File: src/rtl/vram_defs_pkg.sv
// Shared constants, register map and FSM encoding for the VRAM port-B fill scheduler.
package vram_defs;

    localparam int unsigned ADDR_W_DEF     = 16;
    localparam int unsigned DATA_W_DEF     = 8;
    localparam int unsigned VRAM_DEPTH_DEF = 38400;
    localparam int unsigned BYTES_PER_ROW  = 80;
    localparam int unsigned LEN_W          = 17;
    localparam int unsigned FILL_W         = 8;
    localparam int unsigned CFG_W          = 32;

    localparam logic [1:0] SEL_START = 2'd0;
    localparam logic [1:0] SEL_LEN   = 2'd1;
    localparam logic [1:0] SEL_FILL  = 2'd2;
    localparam logic [1:0] SEL_CTRL  = 2'd3;

    localparam int unsigned CTRL_START_BIT = 0;
    localparam int unsigned CTRL_ABORT_BIT = 1;

    typedef enum logic [1:0] {
        ST_IDLE = 2'd0,
        ST_FILL = 2'd1,
        ST_DONE = 2'd2
    } fill_state_e;

endpackage

File: src/rtl/vram_fill_regs.sv
// Bus-mapped START/LEN/FILL/CTRL registers, CTRL strobe decode and read mux
// for the VRAM fill engine.
module vram_fill_regs
    import vram_defs::*;
#(
    parameter int unsigned ADDR_W = ADDR_W_DEF
) (
    input  logic              i_clk,
    input  logic              i_rst_n,
    input  logic              i_cfg_we,
    input  logic [1:0]        i_cfg_sel,
    input  logic [CFG_W-1:0]  i_cfg_wdata,
    output logic [CFG_W-1:0]  o_cfg_rdata,
    input  logic              i_idle,
    input  logic              i_busy,
    input  logic              i_done_set,
    input  logic              i_err_set,
    output logic [ADDR_W-1:0] o_start,
    output logic [LEN_W-1:0]  o_len,
    output logic [FILL_W-1:0] o_fill,
    output logic              o_go_c,
    output logic              o_abort_c
);

    logic [ADDR_W-1:0] r_start;
    logic [LEN_W-1:0]  r_len;
    logic [FILL_W-1:0] r_fill;
    logic              r_done;
    logic              r_err;
    logic              w_cfg_wr;
    logic              w_ctrl_wr;
    logic              w_unused;

    // Configuration is frozen outside IDLE; abort beats start in the same write.
    assign w_cfg_wr  = i_cfg_we && i_idle;
    assign w_ctrl_wr = i_cfg_we && (i_cfg_sel == SEL_CTRL);
    assign o_abort_c = w_ctrl_wr && i_cfg_wdata[CTRL_ABORT_BIT];
    assign o_go_c    = w_ctrl_wr && i_cfg_wdata[CTRL_START_BIT]
                       && !i_cfg_wdata[CTRL_ABORT_BIT] && i_idle;
    assign w_unused  = ^i_cfg_wdata[CFG_W-1:LEN_W];

    always_ff @(posedge i_clk or negedge i_rst_n) begin
        if (!i_rst_n) begin
            r_start <= '0;
            r_len   <= '0;
            r_fill  <= '0;
            r_done  <= 1'b0;
            r_err   <= 1'b0;
        end else begin
            if (w_cfg_wr && (i_cfg_sel == SEL_START)) r_start <= i_cfg_wdata[ADDR_W-1:0];
            if (w_cfg_wr && (i_cfg_sel == SEL_LEN))   r_len   <= i_cfg_wdata[LEN_W-1:0];
            if (w_cfg_wr && (i_cfg_sel == SEL_FILL))  r_fill  <= i_cfg_wdata[FILL_W-1:0];
            r_done <= i_done_set ? 1'b1 : (o_go_c ? 1'b0 : r_done);
            r_err  <= i_err_set  ? 1'b1 : (o_go_c ? 1'b0 : r_err);
        end
    end

    always_comb begin
        o_cfg_rdata = '0;
        case (i_cfg_sel)
            SEL_START: o_cfg_rdata = CFG_W'(r_start);
            SEL_LEN:   o_cfg_rdata = CFG_W'(r_len);
            SEL_FILL:  o_cfg_rdata = CFG_W'(r_fill);
            default:   o_cfg_rdata = CFG_W'({r_err, r_done, i_busy});
        endcase
    end

    assign o_start = r_start;
    assign o_len   = r_len;
    assign o_fill  = r_fill;

endmodule

File: src/rtl/vram_fill_sched.sv
// VRAM port-B arbiter: scanout reads always win, the block-fill engine writes
// one byte on every cycle scanout leaves the port free.
module vram_fill_sched
    import vram_defs::*;
#(
    parameter int unsigned ADDR_W     = ADDR_W_DEF,
    parameter int unsigned DATA_W     = DATA_W_DEF,
    parameter int unsigned VRAM_DEPTH = VRAM_DEPTH_DEF
) (
    input  logic              mclk,
    input  logic              resetn,
    input  logic              cfg_we,
    input  logic [1:0]        cfg_sel,
    input  logic [CFG_W-1:0]  cfg_wdata,
    output logic [CFG_W-1:0]  cfg_rdata,
    input  logic              scan_req,
    input  logic [ADDR_W-1:0] scan_addr,
    output logic [DATA_W-1:0] scan_data,
    output logic [ADDR_W-1:0] vram_addrb,
    output logic              vram_web,
    output logic [DATA_W-1:0] vram_dinb,
    input  logic [DATA_W-1:0] vram_doutb,
    output logic              busy,
    output logic              done_pulse
);

    localparam int unsigned SUM_W = LEN_W + 1;

    fill_state_e       r_state;
    fill_state_e       w_next;
    logic [ADDR_W-1:0] r_ptr;
    logic [LEN_W-1:0]  r_cnt;
    logic [ADDR_W-1:0] w_start;
    logic [LEN_W-1:0]  w_len;
    logic [FILL_W-1:0] w_fill;
    logic              w_go;
    logic              w_abort;
    logic              w_grant;
    logic              w_range_err;
    logic              w_err_set;

    assign w_grant   = !scan_req;
    assign scan_data = vram_doutb;

    // One bit wider than LEN so a large START+LEN can never wrap past the check.
    assign w_range_err = (SUM_W'(w_start) + SUM_W'(w_len)) > SUM_W'(VRAM_DEPTH);
    assign w_err_set   = w_go && (w_len != '0) && w_range_err;

    vram_fill_regs #(
        .ADDR_W (ADDR_W)
    ) u_regs (
        .i_clk       (mclk),
        .i_rst_n     (resetn),
        .i_cfg_we    (cfg_we),
        .i_cfg_sel   (cfg_sel),
        .i_cfg_wdata (cfg_wdata),
        .o_cfg_rdata (cfg_rdata),
        .i_idle      (r_state == ST_IDLE),
        .i_busy      (busy),
        .i_done_set  (r_state == ST_DONE),
        .i_err_set   (w_err_set),
        .o_start     (w_start),
        .o_len       (w_len),
        .o_fill      (w_fill),
        .o_go_c      (w_go),
        .o_abort_c   (w_abort)
    );

    always_ff @(posedge mclk or negedge resetn) begin
        if (!resetn) r_state <= ST_IDLE;
        else         r_state <= w_next;
    end

    always_comb begin
        w_next = r_state;
        case (r_state)
            ST_IDLE: begin
                if (w_go) begin
                    if (w_len == '0)       w_next = ST_DONE;
                    else if (!w_range_err) w_next = ST_FILL;
                end
            end
            ST_FILL: begin
                if (w_abort)                              w_next = ST_IDLE;
                else if (w_grant && (r_cnt == LEN_W'(1))) w_next = ST_DONE;
            end
            ST_DONE: w_next = ST_IDLE;
            default: w_next = ST_IDLE;
        endcase
    end

    // Write pointer and remaining count advance only on granted fill cycles.
    always_ff @(posedge mclk or negedge resetn) begin
        if (!resetn) begin
            r_ptr <= '0;
            r_cnt <= '0;
        end else if (w_go) begin
            r_ptr <= w_start;
            r_cnt <= w_len;
        end else if ((r_state == ST_FILL) && w_grant) begin
            r_ptr <= r_ptr + ADDR_W'(1);
            r_cnt <= r_cnt - LEN_W'(1);
        end
    end

    always_comb begin
        vram_web   = 1'b0;
        vram_addrb = scan_addr;
        vram_dinb  = DATA_W'(w_fill);
        busy       = 1'b0;
        done_pulse = 1'b0;
        case (r_state)
            ST_FILL: begin
                busy = 1'b1;
                if (w_grant) begin
                    vram_web   = 1'b1;
                    vram_addrb = r_ptr;
                end
            end
            ST_DONE: begin
                busy       = 1'b1;
                done_pulse = 1'b1;
            end
            default: ;
        endcase
    end

endmodule

File: config.mk
export PLATFORM = sky130hd
export DESIGN_NAME = vram_fill_sched
export DESIGN_NICKNAME = d
export VERILOG_FILES = /design/src/rtl/vram_defs_pkg.sv /design/src/rtl/vram_fill_regs.sv /design/src/rtl/vram_fill_sched.sv
export SDC_FILE = /design/constraint.sdc
export NUM_CORES = 1
export LEC_CHECK = 0
export CELL_PAD_IN_SITES_DETAIL_PLACEMENT = 2
export CELL_PAD_IN_SITES_GLOBAL_PLACEMENT = 2
export CORE_UTILIZATION = 33
export CTS_BUF_LIST = sky130_fd_sc_hd__clkbuf_4
export CTS_CLUSTER_DIAMETER = 80
export CTS_CLUSTER_SIZE = 14
export DETAILED_ROUTE_END_ITERATION = 8
export GPL_TIMING_DRIVEN = 0
export PLACE_DENSITY_LB_ADDON = 0.1
export SYNTH_ARGS = -nofsm -noshare
export SYNTH_HDL_FRONTEND = slang
export SYNTH_SLANG_ARGS = --single-unit
File: constraint.sdc
create_clock -name mclk -period 5.9 [get_ports mclk]
set_input_delay 1.77 -clock mclk [delete_from_list [all_inputs] [get_ports mclk]]
set_output_delay 1.77 -clock mclk [all_outputs]
set_load 0.005 [all_outputs]
==> report_table.html, run 1 <==
<table>
<tr><th>Metric</th><th>Value</th></tr>
<tr><th colspan="2">Placed design</th></tr>
<tr><td>Placer's final routability congestion estimate</td><td>0.809</td></tr>
<tr><td>Total instance count after detailed placement</td><td>851</td></tr>
<tr><td>Quantity of I/O buffers inserted on ports</td><td>90</td></tr>
<tr><td>Setup Slack @ Placement</td><td>-0.325 ns</td></tr>
<tr><td>Instance area after placement</td><td>6370 sq um</td></tr>
<tr><td>Half-perimeter wire length after detailed placement</td><td>13700 microns</td></tr>
<tr><th colspan="2">Synth</th></tr>
<tr><td>Largest cells by area after synthesis</td><td>dfrtp_1 (38%), mux2_2 (8.3%), nand2_1 (6.2%), ha_1 (5.4%), nor2_1 (4.8%)</td></tr>
<tr><td>Post-Synthesis Cell Area</td><td>5140 sq um</td></tr>
<tr><td>Top post-synthesis cells by count</td><td>nand2_1 (85), dfrtp_1 (78), nor2_1 (66)</td></tr>
<tr><td>EDFF count, synth</td><td>0</td></tr>
<tr><td>Count of cell types in the netlist</td><td>63</td></tr>
<tr><td>Cell taking the most area after synthesis</td><td>dfrtp_1</td></tr>
<tr><td>Prevailing post-synth register cell</td><td>dfrtp_1</td></tr>
<tr><td>Yosys reg bits</td><td>78</td></tr>
<tr><td>Mean instance size in the synthesized netlist</td><td>9.23 sq um</td></tr>
<tr><td>Number of synthesis warnings</td><td>0</td></tr>
<tr><td>Area fraction of the dominant cell type after synthesis</td><td>37.9%</td></tr>
<tr><td>Fraction of registers with async set/reset</td><td>100%</td></tr>
<tr><td>Count of mapped cells out of synthesis</td><td>557</td></tr>
<tr><td>Most numerous cell in the Yosys netlist</td><td>nand2_1</td></tr>
<tr><td>Sequential-to-total area share from yosys stat</td><td>37.9%</td></tr>
<tr><th colspan="2">STA</th></tr>
<tr><td>Top achievable clock speed</td><td>0.174 GHz</td></tr>
<tr><td>Worst Setup Slack, final</td><td>0.142 ns</td></tr>
<tr><td>Share of the clock period used by the worst path after layout</td><td>97.6%</td></tr>
<tr><td>Final setup violation count</td><td>0</td></tr>
<tr><td>Final Hold Viols</td><td>0</td></tr>
<tr><td>Max-slew violations</td><td>0</td></tr>
<tr><td>Setup clock skew after layout</td><td>0.0201 ns</td></tr>
<tr><td>Clock period minus final worst setup slack</td><td>5.76 ns</td></tr>
<tr><td>Max_slew headroom</td><td>48.6%</td></tr>
<tr><td>Actual transition at the worst max-transition pin</td><td>0.771 ns</td></tr>
<tr><td>Setup repair after global routing missed its margin</td><td>false</td></tr>
<tr><td>Final total negative setup slack</td><td>0 ns</td></tr>
<tr><th colspan="2">Critical path</th></tr>
<tr><td>CP endpoint kind</td><td>output pin</td></tr>
<tr><td>Classification of the worst setup path</td><td>input pin to output pin</td></tr>
<tr><td>Maximum net fanout on the critical path</td><td>10</td></tr>
<tr><td>Setup crit start kind</td><td>input pin</td></tr>
<tr><td>Crit path DAT</td><td>3.99 ns</td></tr>
<tr><td>WP data required</td><td>4.13 ns</td></tr>
<tr><th colspan="2">CTS</th></tr>
<tr><td>Number of hold buffers added after CTS</td><td>0</td></tr>
<tr><td>Number of clock sinks</td><td>78</td></tr>
<tr><td>Clock tree root driver cell</td><td>clkbuf_4</td></tr>
<tr><td>Clock buffers created by TritonCTS</td><td>9</td></tr>
<tr><td>Clock buffer depth</td><td>2</td></tr>
<tr><td>Clock tree from TritonCTS</td><td>done</td></tr>
<tr><td>Insertion delay of the later-clocked pin in the worst-skew pair</td><td>0.48 ns</td></tr>
<tr><td>CTS clk-pin slew, worst paths</td><td>0.14 ns</td></tr>
<tr><td># H-tree levels</td><td>3</td></tr>
<tr><th colspan="2">Routing</th></tr>
<tr><td>Total Routed Length</td><td>17600 microns</td></tr>
<tr><td>Remaining design rule violation count</td><td>0</td></tr>
<tr><td>First DRT Iteration DRCs</td><td>139</td></tr>
<tr><td>Number of iterations in the first detailed-routing pass</td><td>4</td></tr>
<tr><td>Average routed wire per standard cell</td><td>20.3 microns</td></tr>
<tr><td>Post-DR vias/cell</td><td>5.22</td></tr>
<tr><td>Vias</td><td>4523</td></tr>
<tr><td>Number of routed nets with antenna violations</td><td>0</td></tr>
<tr><th colspan="2">Floorplanning</th></tr>
<tr><td>Number of primary I/O pins</td><td>129</td></tr>
<tr><td>Die Outline Area</td><td>16100 sq um</td></tr>
<tr><td>Die width</td><td>127 microns</td></tr>
<tr><td>Cell row count</td><td>45</td></tr>
<tr><td>Area of the core</td><td>15200 sq um</td></tr>
<tr><td>Starting density of the core</td><td>33.8%</td></tr>
<tr><td>Floorplan die height</td><td>127 microns</td></tr>
<tr><th colspan="2">Global route</th></tr>
<tr><td>Maximum number of pins on one net before global-route repair</td><td>53</td></tr>
<tr><td>Global-route wire length before repair</td><td>28100 microns</td></tr>
<tr><td>GR met1 Demand/Resource</td><td>28.9%</td></tr>
<tr><td>Global router's overall resource usage</td><td>23.2%</td></tr>
<tr><td>Met3 routing resource usage after global routing</td><td>3.16%</td></tr>
<tr><td>Met2 Track Usage GR</td><td>41.5%</td></tr>
<tr><td>Total grt overflow</td><td>0</td></tr>
<tr><td>Busiest layer in global routing</td><td>met2</td></tr>
<tr><td>Number of antenna violations at the first check in global routing</td><td>1</td></tr>
<tr><td>Via count of the first global-routing pass</td><td>4997</td></tr>
<tr><th colspan="2">Cells and area</th></tr>
<tr><td>Post-layout instance area</td><td>6520 sq um</td></tr>
<tr><td>Signed area change from the synthesized netlist to the final layout</td><td>26.7%</td></tr>
<tr><td>Final cell count without fillers</td><td>866</td></tr>
<tr><td>Sequential standard cell area</td><td>1950 sq um</td></tr>
<tr><td>Total Nets Final</td><td>757</td></tr>
<tr><td>Area of the multi-input gates</td><td>2930 sq um</td></tr>
<tr><td>Share of layout cells above drive strength 1</td><td>16.8%</td></tr>
<tr><td>Number of filler cells placed in the layout</td><td>1658</td></tr>
<tr><th colspan="2">Power</th></tr>
<tr><td>Switching Share</td><td>45.7%</td></tr>
<tr><td>Power share of the clock group</td><td>9.8%</td></tr>
<tr><td>Net switching power</td><td>1.59 mW</td></tr>
<tr><td>Sequential share of power</td><td>33.9%</td></tr>
<tr><td>P_int</td><td>1.89 mW</td></tr>
<tr><td>Share of total power in combinational logic</td><td>56.3%</td></tr>
<tr><td>Total power consumption of the routed design</td><td>3.48 mW</td></tr>
<tr><td>Maximum ir drop on the vdd rail</td><td>0.206 mV</td></tr>
<tr><td>Leakage</td><td>2.82 nW</td></tr>
<tr><td>Power density over cell area</td><td>533 nW/um^2</td></tr>
<tr><th colspan="2">Run</th></tr>
<tr><td>Max-capacitance violation count</td><td>0</td></tr>
<tr><th colspan="2">Min path</th></tr>
<tr><td>Worst hold-check path type</td><td>register to register</td></tr>
<tr><th colspan="2">Run status</th></tr>
<tr><td>Result of the run</td><td>complete, no violations</td></tr>
</table>
[power groups by stage]
stage               clock network, mW  registers, mW  logic, mW
CTS                             0.351           1.18       1.97
finish                          0.341           1.18       1.96
floorplan                           0           1.02       1.34
global route                    0.373           1.21       2.16
global placement                    0           1.16       1.87
detailed placement                  0           1.19       1.95
[through the flow]
stage                     utilization [%]  hold slack (ns)
after floorplan                         -            0.444
after global placement               41.7            0.473
after detailed placement             41.9            0.503
after CTS                            42.8            0.539
after global routing                 42.9            0.565
final                                42.9            0.535
[placed cells by master, fill, tap and decap left out, types with 13 or more instances in the layout]
| cell | synthesis | final |
|---|---|---|
| nand2_1 | 85 | 85 |
| ha_1 | 22 | 22 |
| o21ai_0 | 18 | 18 |
| mux2i_1 | 15 | 15 |
| xor2_1 | 26 | 26 |
| mux2_2 | 38 | 38 |
| dfrtp_1 | 78 | 78 |
| nor2_1 | 66 | 66 |
| clkdlybuf4s50_1 | 0 | 89 |
| buf_4 | 23 | 24 |
| conb_1 | 1 | 15 |
| a21oi_1 | 39 | 39 |
| nand3_1 | 13 | 13 |
[state kept, by name, summed over array words and instances (netlist names)]
name and count:
r_ptr 16, u_regs.o_len 17, r_cnt 17, u_regs.o_start 16, r_state 2, u_regs.r_done 1
u_regs.o_fill 8, u_regs.r_err 1
[area by class of cell]
class | count | area share [%]
well taps | 188 | 3.61
clock inverters | 6 | 0.960
inverters | 13 | 0.806
plain buffers | 43 | 4.13
multi-input cells | 435 | 45.0
repair buffers | 92 | 14.4
flip-flops and latches | 78 | 29.9
diodes | 1 | 0.0384
clock buffers | 10 | 1.15
[logic make-up (layout without fill, tap and decap cells)]
group / count (synthesis) / after routing / share of synthesized area [%]
simple gates: 204 / 204 / 17.6
compound gates: 99 / 99 / 13.4
flops: 78 / 78 / 37.9
buf+inv: 58 / 164 / 6.20
mux: 56 / 56 / 12.6
xor+xnor: 38 / 38 / 6.47
fa+ha+maj: 23 / 23 / 5.74
other cells: 1 / 16 / 0.0729
[worst paths after layout]
| kind | from | to | slack (ns) | depth (start not counted) |
|---|---|---|---|---|
| max | cfg_sel[1] | cfg_rdata[2] | 0.14 | 5 |
| min | u_regs.r_done$_DFFE_PN0P_ | u_regs.r_done$_DFFE_PN0P_ | 0.54 | 1 |
| max reg2reg | u_regs.o_len[0]$_DFFE_PN0P_ | u_regs.r_err$_DFFE_PN0P_ | 2.51 | 12 |
| min reg2reg | u_regs.r_done$_DFFE_PN0P_ | u_regs.r_done$_DFFE_PN0P_ | 0.54 | 1 |
| max in group asynchronous | resetn | u_regs.o_len[4]$_DFFE_PN0P_ | 4.11 | 2 |
| min in group asynchronous | resetn | r_ptr[15]$_DFFE_PN0P_ | 1.18 | 1 |
[routing by layer]
layer,vias to the layer above,part of all wire (%)
met1,2270,45
li1,2137,-
met5,-,0
met2,99,51
met3,17,3.2
met4,0,1.6
[worst max-delay path, cell delays in order]
cell and delay (ns):
clkdlybuf4s50_1 0.48, clkbuf_2 0.33, clkbuf_1 0.51, mux4_2 0.42, clkdlybuf4s50_1 0.47
[repair_timing]
item / in CTS / in global routing
resized for setup: 5 / 2
setup buffers: 0 / 0
endpoints found under the setup margin: 29 / 10
Note: power is estimated with default switching activity, not from simulation.
==> run 2: changes to the inputs <==
==> constraint.sdc (replaced) <==
create_clock -name mclk -period 5.9 [get_ports mclk]
set_input_delay 1.18 -clock mclk [delete_from_list [all_inputs] [get_ports mclk]]
set_output_delay 1.18 -clock mclk [all_outputs]
set_load 0.005 [all_outputs]
==> report_table.html, run 2 (same netlist as run 1, synthesis figures left out) <==
<table>
<tr><th>Metric</th><th>Value</th></tr>
<tr><th colspan="2">CTS</th></tr>
<tr><td>Number of clock sinks</td><td>78</td></tr>
<tr><td>Number of hold buffers added after CTS</td><td>0</td></tr>
<tr><td>Insertion delay of the later-clocked pin in the worst-skew pair</td><td>0.48 ns</td></tr>
<tr><td># H-tree levels</td><td>3</td></tr>
<tr><td>Clock tree from TritonCTS</td><td>done</td></tr>
<tr><td>Clock buffer depth</td><td>2</td></tr>
<tr><td>CTS clk-pin slew, worst paths</td><td>0.14 ns</td></tr>
<tr><td>Quantity of gates resized following cts</td><td>0</td></tr>
<tr><td>Setup Fix Bufs, Post-CTS</td><td>0</td></tr>
<tr><td>Clock tree root driver cell</td><td>clkbuf_4</td></tr>
<tr><td>Clock buffers created by TritonCTS</td><td>9</td></tr>
<tr><th colspan="2">Floorplanning</th></tr>
<tr><td>Floorplan die height</td><td>127 microns</td></tr>
<tr><td>Area of the core</td><td>15200 sq um</td></tr>
<tr><td>Die width</td><td>127 microns</td></tr>
<tr><td>Starting density of the core</td><td>33.8%</td></tr>
<tr><td>Cell row count</td><td>45</td></tr>
<tr><td>Die Outline Area</td><td>16100 sq um</td></tr>
<tr><td>Number of primary I/O pins</td><td>129</td></tr>
<tr><th colspan="2">Critical path</th></tr>
<tr><td>Cell depth of the worst setup path</td><td>6</td></tr>
<tr><td>Maximum net fanout on the critical path</td><td>10</td></tr>
<tr><td>R2R cell count</td><td>12</td></tr>
<tr><td>Crit path DAT</td><td>3.81 ns</td></tr>
<tr><td>Worst setup path start</td><td>cfg_sel[0]</td></tr>
<tr><td>Count of buffer and inverter cells on the critical path</td><td>4</td></tr>
<tr><td>CP endpoint kind</td><td>output pin</td></tr>
<tr><td>Critical Path Max Stage Delay</td><td>0.65 ns</td></tr>
<tr><td>Endpoint of the most critical setup path</td><td>cfg_rdata[9]</td></tr>
<tr><td>Top delay family on crit path</td><td>buffers and inverters</td></tr>
<tr><td>Worst R2R End</td><td>u_regs.r_err$_DFFE_PN0P_</td></tr>
<tr><td>Start of the worst register-to-register path</td><td>u_regs.o_len[0]$_DFFE_PN0P_</td></tr>
<tr><td>Slowest-stage cell, CP</td><td>clkbuf_1</td></tr>
<tr><td>Classification of the worst setup path</td><td>input pin to output pin</td></tr>
<tr><td>WP data required</td><td>4.72 ns</td></tr>
<tr><td>Setup slack on the worst flop-to-flop path</td><td>2.53 ns</td></tr>
<tr><td>CP Cell Sequence</td><td>clkdlybuf4s50_1 &gt; clkbuf_1 &gt; clkbuf_1 &gt; mux2i_1 &gt; nor2_1 &gt; clkdlybuf4s50_1</td></tr>
<tr><td>Setup crit start kind</td><td>input pin</td></tr>
<tr><th colspan="2">Cells and area</th></tr>
<tr><td>Number of filler cells placed in the layout</td><td>1656</td></tr>
<tr><td>Signed area change from the synthesized netlist to the final layout</td><td>26.6%</td></tr>
<tr><td>Total Nets Final</td><td>759</td></tr>
<tr><td>Post-layout instance area</td><td>6510 sq um</td></tr>
<tr><td>Share of layout cells above drive strength 1</td><td>15.8%</td></tr>
<tr><td>Commonest cells after routing, fill and taps aside</td><td>clkdlybuf4s50_1 (89), nand2_1 (85), dfrtp_1 (78)</td></tr>
<tr><td>Most frequent standard cell in the layout excluding fill and tap cells</td><td>clkdlybuf4s50_1</td></tr>
<tr><th colspan="2">Power</th></tr>
<tr><td>Power density over cell area</td><td>533 nW/um^2</td></tr>
<tr><td>Maximum ir drop on the vdd rail</td><td>0.206 mV</td></tr>
<tr><td>Leakage</td><td>2.82 nW</td></tr>
<tr><td>Total power consumption of the routed design</td><td>3.47 mW</td></tr>
<tr><th colspan="2">STA</th></tr>
<tr><td>Final Hold Viols</td><td>0</td></tr>
<tr><td>Share of the clock period used by the worst path after layout</td><td>84.6%</td></tr>
<tr><td>Setup clock skew after layout</td><td>0.0205 ns</td></tr>
<tr><td>Final total negative setup slack</td><td>0 ns</td></tr>
<tr><td>Clock period minus final worst setup slack</td><td>4.99 ns</td></tr>
<tr><td>Max_slew headroom</td><td>44.4%</td></tr>
<tr><td>Setup repair after global routing missed its margin</td><td>false</td></tr>
<tr><td>Final setup violation count</td><td>0</td></tr>
<tr><td>Top achievable clock speed</td><td>0.200 GHz</td></tr>
<tr><td>Actual transition at the worst max-transition pin</td><td>0.834 ns</td></tr>
<tr><td>Max-slew violations</td><td>0</td></tr>
<tr><th colspan="2">Placed design</th></tr>
<tr><td>Placer's final routability congestion estimate</td><td>0.809</td></tr>
<tr><td>Quantity of I/O buffers inserted on ports</td><td>90</td></tr>
<tr><td>Instance area after placement</td><td>6370 sq um</td></tr>
<tr><td>Half-perimeter wire length after detailed placement</td><td>13700 microns</td></tr>
<tr><th colspan="2">Global route</th></tr>
<tr><td>Maximum number of pins on one net before global-route repair</td><td>53</td></tr>
<tr><td>Busiest layer in global routing</td><td>met2</td></tr>
<tr><td>Met2 Track Usage GR</td><td>41.6%</td></tr>
<tr><td>Met3 routing resource usage after global routing</td><td>3.29%</td></tr>
<tr><td>GR met1 Demand/Resource</td><td>28.8%</td></tr>
<tr><td>Number of antenna violations at the first check in global routing</td><td>1</td></tr>
<tr><td>Via count of the first global-routing pass</td><td>5009</td></tr>
<tr><td>Total grt overflow</td><td>0</td></tr>
<tr><td>Global router's overall resource usage</td><td>23.2%</td></tr>
<tr><td>Global-route wire length before repair</td><td>28100 microns</td></tr>
<tr><th colspan="2">Routing</th></tr>
<tr><td>Remaining design rule violation count</td><td>0</td></tr>
<tr><td>Number of routed nets with antenna violations</td><td>0</td></tr>
<tr><td>Average routed wire per standard cell</td><td>20.2 microns</td></tr>
<tr><td>Post-DR vias/cell</td><td>5.20</td></tr>
<tr><td>First DRT Iteration DRCs</td><td>140</td></tr>
<tr><td>Vias</td><td>4511</td></tr>
<tr><td>Number of iterations in the first detailed-routing pass</td><td>4</td></tr>
<tr><td>Total Routed Length</td><td>17600 microns</td></tr>
<tr><th colspan="2">Min path</th></tr>
<tr><td>Worst Min Path Start</td><td>u_regs.r_done$_DFFE_PN0P_</td></tr>
<tr><td>Worst hold path cell count</td><td>1</td></tr>
<tr><td>Worst hold-check path type</td><td>register to register</td></tr>
<tr><th colspan="2">Run status</th></tr>
<tr><td>Result of the run</td><td>complete, no violations</td></tr>
<tr><th colspan="2">Run</th></tr>
<tr><td>Max-capacitance violation count</td><td>0</td></tr>
</table>
[run 2: changes by cell type in the layout (fill, tap and decap cells not counted), sizes merged]
cell	previous run	this run
clkbuf	26	28
clkinvlp	4	3
inv	12	13
[run 2: worst min-delay path by stage]
stage | end | slack [ns]
after floorplan | u_regs.r_done$_DFFE_PN0P_ | 0.44
after global placement | u_regs.r_done$_DFFE_PN0P_ | 0.47
after detailed placement | u_regs.r_done$_DFFE_PN0P_ | 0.50
after CTS | u_regs.r_done$_DFFE_PN0P_ | 0.54
after global routing | u_regs.r_done$_DFFE_PN0P_ | 0.56
final | u_regs.r_done$_DFFE_PN0P_ | 0.53
[run 2: cell type report]
cell class,instances,area (sq um),area share (%)
Sequential cell,78,1950,30.0
Antenna cell,1,2.50,0.0384
Multi-Input combinational cell,435,2930,45.0
Clock buffer,10,75.1,1.15
Inverter,13,48.8,0.749
Clock inverter,6,62.6,0.960
Buffer,45,270,4.15
Timing Repair Buffer,92,937,14.4
Tap cell,188,235,3.61
[run 2: per-layer routing]
metal,share of wire [%],vias up,routed length [microns]
li1,-,2137,-
met1,45,2255,7840
met2,51,101,8890
met3,3.2,18,558
met4,1.6,0,279
met5,0,-,0
[run 2: power by group]
group          switching [mW]  leakage, nW  internal, mW
clock network           0.208       0.0684         0.132
logic                   0.997         1.81         0.957
registers               0.381        0.940         0.797
total                    1.59         2.82          1.89
[run 2: per-stage QoR]
stage	util (%)	setup slack, ns	hold WS (ns)	std cells
floorplan	-	2.40	0.444	571
global placement	41.7	0.798	0.473	849
detailed placement	41.9	0.855	0.503	851
CTS	42.8	0.817	0.539	867
global route	42.8	0.756	0.565	868
finish	42.8	0.907	0.533	868
